`config.mk`:
```
export PLATFORM = sky130hd
export DESIGN_NAME = rr_arbiter_4
export DESIGN_NICKNAME = d
export VERILOG_FILES = /design/src/rtl/rr_arbiter_4.sv
export SDC_FILE = /design/constraint.sdc
export NUM_CORES = 1
export LEC_CHECK = 0
export ABC_AREA = 1
export CAP_MARGIN = 10
export CORE_AREA = 3 3 56 58
export CTS_CLUSTER_DIAMETER = 50
export DETAILED_ROUTE_END_ITERATION = 12
export DIE_AREA = 0 0 59 61
export PLACE_DENSITY = 0.78
export SLEW_MARGIN = 20
export SYNTH_ARGS = -nofsm -noshare
export SYNTH_HDL_FRONTEND = slang
export SYNTH_SLANG_ARGS = --single-unit
```
`constraint.sdc`:
```
create_clock -name clk -period 4.5 [get_ports clk]
set_input_delay 0.45 -clock clk [delete_from_list [all_inputs] [get_ports clk]]
set_output_delay 0.45 -clock clk [all_outputs]
set_load 0.05 [all_outputs]
```
`src/rtl/rr_arbiter_4.sv`:
```
`default_nettype none
// ============================================================================
//  Module      : rr_arbiter_4
//  Description : Four-requester round-robin arbiter with bounded grant hold.
//                One owner at a time. The winner is issued as a 2-bit index
//                and as a one-hot grant (the 2-to-4 decode of that index).
//                All outputs are registered.
//  Revision    : 1.0 - initial release
// ============================================================================
module rr_arbiter_4 #(
    parameter int HOLD_MAX = 8,
    parameter int CNT_W    = 8
) (
    input  logic       clk,
    input  logic       rst,
    input  logic [3:0] req,
    output logic [3:0] gnt,
    output logic [1:0] gnt_idx,
    output logic       gnt_valid
);

    typedef enum logic [0:0] {
        S_IDLE  = 1'b0,
        S_GRANT = 1'b1
    } state_t;

    // Last hold-count value before the owner must yield to a contender.
    localparam logic [CNT_W-1:0] C_CNT_LAST = CNT_W'(HOLD_MAX - 1);

    state_t           state_q, state_d;
    logic [1:0]       idx_q,   idx_d;
    logic [1:0]       ptr_q,   ptr_d;
    logic [CNT_W-1:0] cnt_q,   cnt_d;
    logic [3:0]       gnt_q,   gnt_d;
    logic [3:0]       others;

    // Scan r starting at position p (wrapping mod 4); the first set bit wins.
    // Only called with r != 0, so the fallback value is never used.
    function automatic logic [1:0] pick_idx(input logic [3:0] r, input logic [1:0] p);
        logic [1:0] cand;
        logic [1:0] win;
        logic       found;
        win   = p;
        found = 1'b0;
        for (int k = 0; k < 4; k++) begin
            cand = p + 2'(k);
            if (!found && r[cand]) begin
                win   = cand;
                found = 1'b1;
            end
        end
        return win;
    endfunction

    // 2-to-4 decode of an owner index into a one-hot grant.
    function automatic logic [3:0] decode_2to4(input logic [1:0] i);
        return 4'b0001 << i;
    endfunction

    // Next owner, rotation pointer, hold count and registered grant vector.
    always_comb begin
        state_d = state_q;
        idx_d   = idx_q;
        ptr_d   = ptr_q;
        cnt_d   = cnt_q;
        gnt_d   = 4'b0000;
        others  = req & ~decode_2to4(idx_q);

        case (state_q)
            S_IDLE: begin
                if (|req) begin
                    idx_d   = pick_idx(req, ptr_q);
                    state_d = S_GRANT;
                    cnt_d   = '0;
                    ptr_d   = idx_d + 2'd1;
                end
            end
            S_GRANT: begin
                if (!req[idx_q]) begin
                    // Release wins over timeout; hand off with no idle gap.
                    cnt_d = '0;
                    if (|req) begin
                        idx_d = pick_idx(req, ptr_q);
                        ptr_d = idx_d + 2'd1;
                    end else begin
                        state_d = S_IDLE;
                    end
                end else if (cnt_q == C_CNT_LAST) begin
                    // Hold budget spent: yield only if someone else is waiting.
                    cnt_d = '0;
                    if (|others) begin
                        idx_d = pick_idx(others, ptr_q);
                        ptr_d = idx_d + 2'd1;
                    end
                end else begin
                    cnt_d = cnt_q + CNT_W'(1);
                end
            end
            default: begin
                state_d = S_IDLE;
            end
        endcase

        if (state_d == S_GRANT) begin
            gnt_d = decode_2to4(idx_d);
        end
    end

    // State register; reset drops any grant and restarts rotation at 0.
    always_ff @(posedge clk) begin
        if (rst) begin
            state_q <= S_IDLE;
            idx_q   <= 2'd0;
            ptr_q   <= 2'd0;
            cnt_q   <= '0;
            gnt_q   <= 4'b0000;
        end else begin
            state_q <= state_d;
            idx_q   <= idx_d;
            ptr_q   <= ptr_d;
            cnt_q   <= cnt_d;
            gnt_q   <= gnt_d;
        end
    end

    assign gnt       = gnt_q;
    assign gnt_idx   = idx_q;
    assign gnt_valid = (state_q == S_GRANT);

endmodule
`default_nettype wire

```
==> results by group, run 1 <==
STA
  – Max_slew headroom: 45.1%
  – Worst slew pin tran: 0.822 ns
  – Worst hold margin: 0.493 ns
  – Final period utilization: 55.0%
  – Final hold vios: 0
  – Final min period: 2.48 ns
  – Fmax: 404 MHz
  – Fin Setup TNS: 0 ns
  – # setup viols final: 0
  – Unrepaired setup endpoints after global routing: false
  – Max Slew Vio Count: 0
  – Clk_skew: just over 0.006 ns

Clock tree
  – Clock Sinks: 17
  – Clock Path Buffers: 2
  – Clk_lat worst skew: 0.30 ns
  – Clock transition at path regs: around 0.10 ns
  – Post-CTS sizing: 0
  – Root Driver: clkbuf_4
  – Setup Fix Bufs, Post-CTS: 0
  – H-tree levels: 1
  – CTS tree: done
  – Cts bufs inserted: 3
  – Hold_buf cts: 0

Synthesis
  – Ys flop type: dfxtp_1
  – Sequential area share after synthesis: 23.2%
  – Yosys cell types: 30
  – Post-synth top area share: a little under a quarter
  – Register bit total from synthesis: 17
  – Ranking of synthesized cells by area: dfxtp_1, nand2_1, nand3_2
  – Net Count, Synth: 240
  – Post-Syn Area per Cell: 6.29 um2
  – Post-Syn Instances: 233
  – YS warnings: 0
  – Leading area contributor after synthesis: dfxtp_1
  – Mapped Area: 0.00147 mm2
  – Async set or reset register ratio after synthesis: 0%
  – Number of synthesized flops with an enable pin: 0

Worst setup path
  – Required @ worst endpoint: 4.69 ns
  – CP arrival: 2.67 ns
  – CP max FO: 19
  – Worst r2r src: ptr_q[0]
  – CP startpoint: ptr_q[0]
  – Startpoint type of the worst setup path: flop
  – Crit path kind: reg2reg
  – Crit end category: flop

Drt
  – Residual DRC count: 0
  – Drt initial violations: 67
  – DR pass1 iterations: 6
  – Remaining antenna violation count: 0
  – Vias per cell: 5.09
  – Routed via count: between 1,000 and 1,500
  – Drt total wl: 3.10 mm
  – Wire per inst: 11.2 um

Floorplanning
  – I/O pin total: 13
  – Initial Util: 54.1%
  – Die W: 59 um
  – Die area: 0.00360 mm2
  – # rows: 19
  – Core area: 0.00271 mm2
  – Die H: about 61 um

Global routing
  – Vias in the first global route: 1,227
  – GRT Residual Overflow: 0
  – First-pass GRT wire length: 5.35 mm
  – Antenna violations before repair: 0
  – Largest net degree at the start of global routing: 20
  – Tot GR Track Use: about a fifth

Placed design
  – Hpwl dp: ~2.4 mm
  – GP Congestion: 0.842
  – Port bufs: 12

Power
  – Peak VDD IR: roughly 0.54 mV
  – PwrDens: 705 mW/mm2
  – Static Leak: roughly 0.8 nW

Layout
  – Diodes inserted: 0
  – Final core occ: 59.4%
  – Area grow syn2layout: 9.91%
  – Share of layout cells above drive strength 1: 22.0%
  – NumNets Final: 253

Hold path
  – Hold_sp: cnt_q[1]
  – Hold Crit Class: reg2reg

Run status
  – Outcome: finished clean

Flow run
  – Max Cap Violations: 0
power by group:
group / leakage, nW / internal (mW) / switching, mW / total (mW)
Sequential: 0.139 / 0.183 / 0.0642 / 0.248
Combinational: 0.621 / 0.270 / 0.536 / 0.806
Clock: 0.0177 / 0.0331 / 0.0491 / 0.0822
cell type report:
| type | instances | area [um2] |
|---|---|---|
| Multi-Input combinational cell | 190 | 996 |
| Sequential cell | 17 | 340 |
| Clock inverter | 1 | 5.00 |
| Fill cell | 269 | 1100 |
| Inverter | 22 | 87.6 |
| Timing Repair Buffer | 12 | 120 |
| Clock buffer | 3 | 22.5 |
| Tap cell | 31 | 38.8 |
critical path, cell delays in order (launching register included):
cell and delay [ns]:
dfxtp_1 0.87, inv_4 0.22, nand2_2 0.13, nand2_2 0.12, nand2_1 0.10, nand2_2 0.08
a21oi_2 0.16, nand2_1 0.09, nand2_1 0.08, nand2_1 0.11, a21oi_2 0.18, nand2_1 0.08
nand2_1 0.10, nor2_1 0.05
cell families after synthesis:
kind of cell | Yosys count | share of synthesized area (%)
DFF | 17 | 23.2
buffers and inverters | 26 | 8.80
xor gates and xnor gates | 2 | 1.20
adders and majority gates | 1 | 0.854
and+or+nand+nor | 165 | 55.5
AOI/OAI and AO/OA | 22 | 10.4
cells in the mapped netlist, types with 2 or more instances:
cell      instances
o21ai_0           3
a21oi_1           8
and3_1            2
nor2_2            3
buf_6             3
nand2_2          18
a211oi_1          2
inv_4             2
nand3_1          22
inv_2             5
nor2_1           13
nand2_1          85
a21oi_2           3
dfxtp_1          17
xor2_1            2
nor3_1            4
inv_1            15
nand3_2          14
final timing paths:
path	endpoint	slack, ns	depth (start not counted)
worst max-delay path	gnt[0]	2.02	13
worst max register to register	gnt[0]	2.02	13
worst min-delay path	cnt_q[1]	0.49	2
worst min register to register	cnt_q[1]	0.49	2
flip-flops by register name, summed over array words and instances (netlist names):
signal,count
cnt_q,8
ptr_q,2
gnt,4
gnt_idx,2
gnt_valid,1
per-layer routing:
layer  track usage (%)  vias to the layer above  routed length (um)
li1                  -                      772                   -
met3              2.77                        4                 142
met5                 0                        -                   0
met2              30.4                       29                1350
met4              6.80                        0                  42
met1              26.6                      600                1560
metrics by stage:
| step | worst slack, ns | area [um2] | cells | power (mW) |
|---|---|---|---|---|
| after floorplan | 2.48 | 1470 | 233 | 0.919 |
| after global placement | 2.09 | 1580 | 272 | 1.05 |
| after detailed placement | 2.03 | 1580 | 272 | 1.06 |
| after CTS | 2.03 | 1610 | 276 | 1.14 |
| after global routing | 1.77 | 1610 | 276 | 1.25 |
| final | 2.02 | 1610 | 276 | 1.14 |
placed cells by master (no fill, tap or decap):
master           instances
a211oi_1                 2
a21oi_1                  8
a21oi_2                  3
a21oi_4                  1
a22oi_2                  1
and3_1                   2
clkbuf_4                 3
clkdlybuf4s50_1         12
clkinv_2                 1
dfxtp_1                 17
ha_1                     1
inv_1                   15
inv_2                    5
inv_4                    2
nand2_1                 85
nand2_2                 18
nand3_1                 22
nand3_2                 14
nor2_1                  13
nor2_2                   3
nor2_4                   1
nor3_1                   4
nor3b_1                  1
nor4_1                   1
o21a_1                   1
o21ai_0                  3
o21ai_1                  1
o21ai_2                  1
o22ai_1                  1
or2_2                    1
xor2_1                   2
Power figures use the tool's default switching activity.
==> inputs of run 2 (changes only) <==
--- a/config.mk
+++ b/config.mk
@@ -7,11 +7,11 @@
 export LEC_CHECK = 0
 export ABC_AREA = 1
 export CAP_MARGIN = 10
-export CORE_AREA = 3 3 56 58
+export CORE_AREA = 3 3 58 60
 export CTS_CLUSTER_DIAMETER = 50
 export DETAILED_ROUTE_END_ITERATION = 12
-export DIE_AREA = 0 0 59 61
-export PLACE_DENSITY = 0.78
+export DIE_AREA = 0 0 61 63
+export PLACE_DENSITY = 0.77
 export SLEW_MARGIN = 20
 export SYNTH_ARGS = -nofsm -noshare
 export SYNTH_HDL_FRONTEND = slang
==> constraint.sdc (replaced) <==
create_clock -name clk -period 2.2 [get_ports clk]
set_input_delay 0.22 -clock clk [delete_from_list [all_inputs] [get_ports clk]]
set_output_delay 0.22 -clock clk [all_outputs]
set_load 0.05 [all_outputs]
==> results by group, run 2 (synthesis gave the netlist of run 1 again) <==
Run status
  – Outcome: finished clean (unchanged)

Global routing
  – Tot GR Track Use: 18.5% (was 19.2%)
  – First-pass GRT wire length: 5.63 mm (was 5.35 mm)
  – Vias in the first global route: 1,338 (was 1,227)
  – GRT Residual Overflow: 0 (unchanged)
  – Antenna violations before repair: 0 (unchanged)
  – Largest net degree at the start of global routing: 16 (was 20)

STA
  – Worst slew pin tran: 0.509 ns (was 0.822 ns)
  – Final period utilization: 86.6% (was 55.0%)
  – Clk_skew: 0.00654 ns (was 0.00611 ns)
  – Max_slew headroom: 66.0% (was 45.1%)
  – Final hold vios: 0 (unchanged)
  – # setup viols final: 0 (unchanged)
  – Max Slew Vio Count: 0 (unchanged)
  – Fin Setup TNS: 0 ns (unchanged)
  – Final min period: 1.91 ns (was 2.48 ns)
  – Fmax: 525 MHz (was 404 MHz)
  – Unrepaired setup endpoints after global routing: false (unchanged)
  – Worst hold margin: 0.499 ns (was 0.493 ns)

Clock tree
  – Post-CTS sizing: 0 (unchanged)
  – CTS tree: done (unchanged)
  – Clock Path Buffers: 2 (unchanged)
  – Root Driver: clkbuf_4 (unchanged)
  – Clk_lat worst skew: 0.29 ns (was 0.30 ns)
  – H-tree levels: 1 (unchanged)
  – Setup Fix Bufs, Post-CTS: 0 (unchanged)
  – Cts bufs inserted: 3 (unchanged)
  – Clock transition at path regs: 0.11 ns (was 0.10 ns)
  – Clock Sinks: 17 (unchanged)
  – Hold_buf cts: 0 (unchanged)

Layout
  – Non-Filler Instances: 286 (was 276)
  – Commonest non-fill, non-tap cell in the layout: nand2_1 (unchanged)
  – Top reg by flops: cnt_q (unchanged)
  – NumNets Final: 261 (was 253)
  – Fill cells: 288 (was 269)
  – Max FFs per register: 8 (unchanged)
  – Most frequent cells in the layout: nand2_1, nand3_1, nand2_2 (unchanged)
  – Final core occ: 56.2% (was 59.4%)
  – Diodes inserted: 0 (unchanged)
  – Share of layout cells above drive strength 1: 24.9% (was 22.0%)
  – Area grow syn2layout: 14.3% (was 9.91%)

Worst setup path
  – Buf+Inv Stages, Crit Path: 2 (was 1)
  – Crit end category: flop (unchanged)
  – CP max FO: 15 (was 19)
  – CP delay by family, top: simple AND/OR/NAND/NOR gates (unchanged)
  – CP peak stage delay: 0.44 ns (was 0.87 ns)
  – Crit-path cells: inv_4 -> nand2_2 -> nand2_2 -> nand2_1 -> nand2_2 -> a21oi_2 -> nand2_1 -> nand2_1 -> nand2_2 -> nand2_1 -> o21ai_2 -> a21oi_4 -> inv_2 -> nor2_1 (was inv_4 -> nand2_2 -> nand2_2 -> nand2_1 -> nand2_2 -> a21oi_2 -> nand2_1 -> nand2_1 -> nand2_1 -> a21oi_2 -> nand2_1 -> nand2_1 -> nor2_1)
  – R2r setup slk: 0.29 ns (was 2.02 ns)
  – CP arrival: 2.13 ns (was 2.67 ns)
  – Startpoint type of the worst setup path: flop (unchanged)
  – Crit path kind: reg2reg (unchanged)
  – Crit-path slowest cell: dfxtp_2 (was dfxtp_1)
  – Required @ worst endpoint: 2.43 ns (was 4.69 ns)

Drt
  – Remaining antenna violation count: 0 (unchanged)
  – Residual DRC count: 0 (unchanged)
  – Drt total wl: 3.35 mm (was 3.10 mm)
  – Met2 WL post-DR: 1.50 mm (was 1.35 mm)
  – Vias per cell: 5.26 (was 5.09)
  – Routed via count: 1,503 (was 1,405)
  – DR pass1 iterations: 4 (was 6)
  – Drt initial violations: 55 (was 67)
  – M1 WL: 1.67 mm (was 1.56 mm)
  – Wire per inst: 11.7 um (was 11.2 um)
  – Top Metal Used: met4 (unchanged)
  – DR WL met3: 141 um (was 142 um)

Floorplanning
  – Core area: 0.00298 mm2 (was 0.00271 mm2)
  – Die H: 63 um (was 61 um)
  – Initial Util: 49.2% (was 54.1%)
  – Die W: 61 um (was 59 um)
  – Die area: 0.00384 mm2 (was 0.00360 mm2)
  – # rows: 20 (was 19)
  – I/O pin total: 13 (unchanged)

Placed design
  – Hpwl dp: 2.66 mm (was 2.45 mm)
  – Inst Count DP: 282 (was 272)
  – Port bufs: 12 (unchanged)
  – GP Congestion: 0.880 (was 0.842)

Power
  – Reg power frac: 19.3% (was 21.8%)
  – Peak VDD IR: 0.805 mV (was 0.535 mV)
  – Combinational power share: 73.6% (was 71.0%)
  – Overall Power: 2.39 mW (was 1.14 mW)
  – Static Leak: 0.817 nW (was 0.777 nW)
  – PwrDens: 1430 mW/mm2 (was 705 mW/mm2)
  – Switching share of power: 56.8% (was 57.2%)
  – Net Switching: 1.36 mW (was 0.649 mW)
  – Internal power: 1.03 mW (was 0.486 mW)
  – Clk network pwr share: 7.1% (was 7.2%)

Flow run
  – Max Cap Violations: 0 (unchanged)

Hold path
  – Hold Crit Class: reg2reg (unchanged)
-- run 2: final cells by class --
class	instances	area [um2]	share of cell area [%]
multi-input combinational	190	996	59.5
sequential	17	342	20.4
timing repair buffer	20	180	10.8
inverter	22	87.6	5.23
tap	33	41.3	2.47
clock buffer	3	22.5	1.35
clock inverter	1	5.00	0.299
-- run 2: power by group through the flow --
| stage | Combinational (mW) | Clock (mW) | Sequential, mW |
|---|---|---|---|
| 5_1_grt | 1.95 | 0.181 | 0.471 |
| 3_5_place_dp | 1.74 | 0 | 0.465 |
| 3_3_place_gp | 1.73 | 0 | 0.464 |
| 4_1_cts | 1.75 | 0.172 | 0.458 |
| 2_1_floorplan | 1.28 | 0 | 0.600 |
| 6_report | 1.76 | 0.171 | 0.461 |
-- run 2: stage by stage --
| stage | setup slack [ns] | cell area [um2] |
|---|---|---|
| 4_1_cts | 0.174 | 1670 |
| 2_1_floorplan | 0.184 | 1470 |
| 3_3_place_gp | 0.0528 | 1650 |
| 3_5_place_dp | 0.0656 | 1650 |
| 5_1_grt | 0.0948 | 1670 |
| 6_report | 0.294 | 1670 |
-- run 2: worst paths after layout --
| check | depth (start not counted) | start | endpoint |
|---|---|---|---|
| max | 14 | ptr_q[0] | gnt_idx[0] |
| min reg2reg | 2 | cnt_q[1] | cnt_q[1] |
| min | 2 | cnt_q[1] | cnt_q[1] |
| max reg2reg | 14 | ptr_q[0] | gnt_idx[0] |
-- run 2: worst min-delay path: stages, from the launching register on --
cell     delay (ns)
dfxtp_1        0.34
nand2_1        0.07
a21oi_1        0.06
-- run 2: routing by layer --
| layer | vias up | global-route usage [%] |
|---|---|---|
| met1 | 668 | 27.1 |
| met4 | 0 | 5.42 |
| li1 | 792 | - |
| met5 | - | 0 |
| met3 | 6 | 3.31 |
| met2 | 37 | 27.1 |
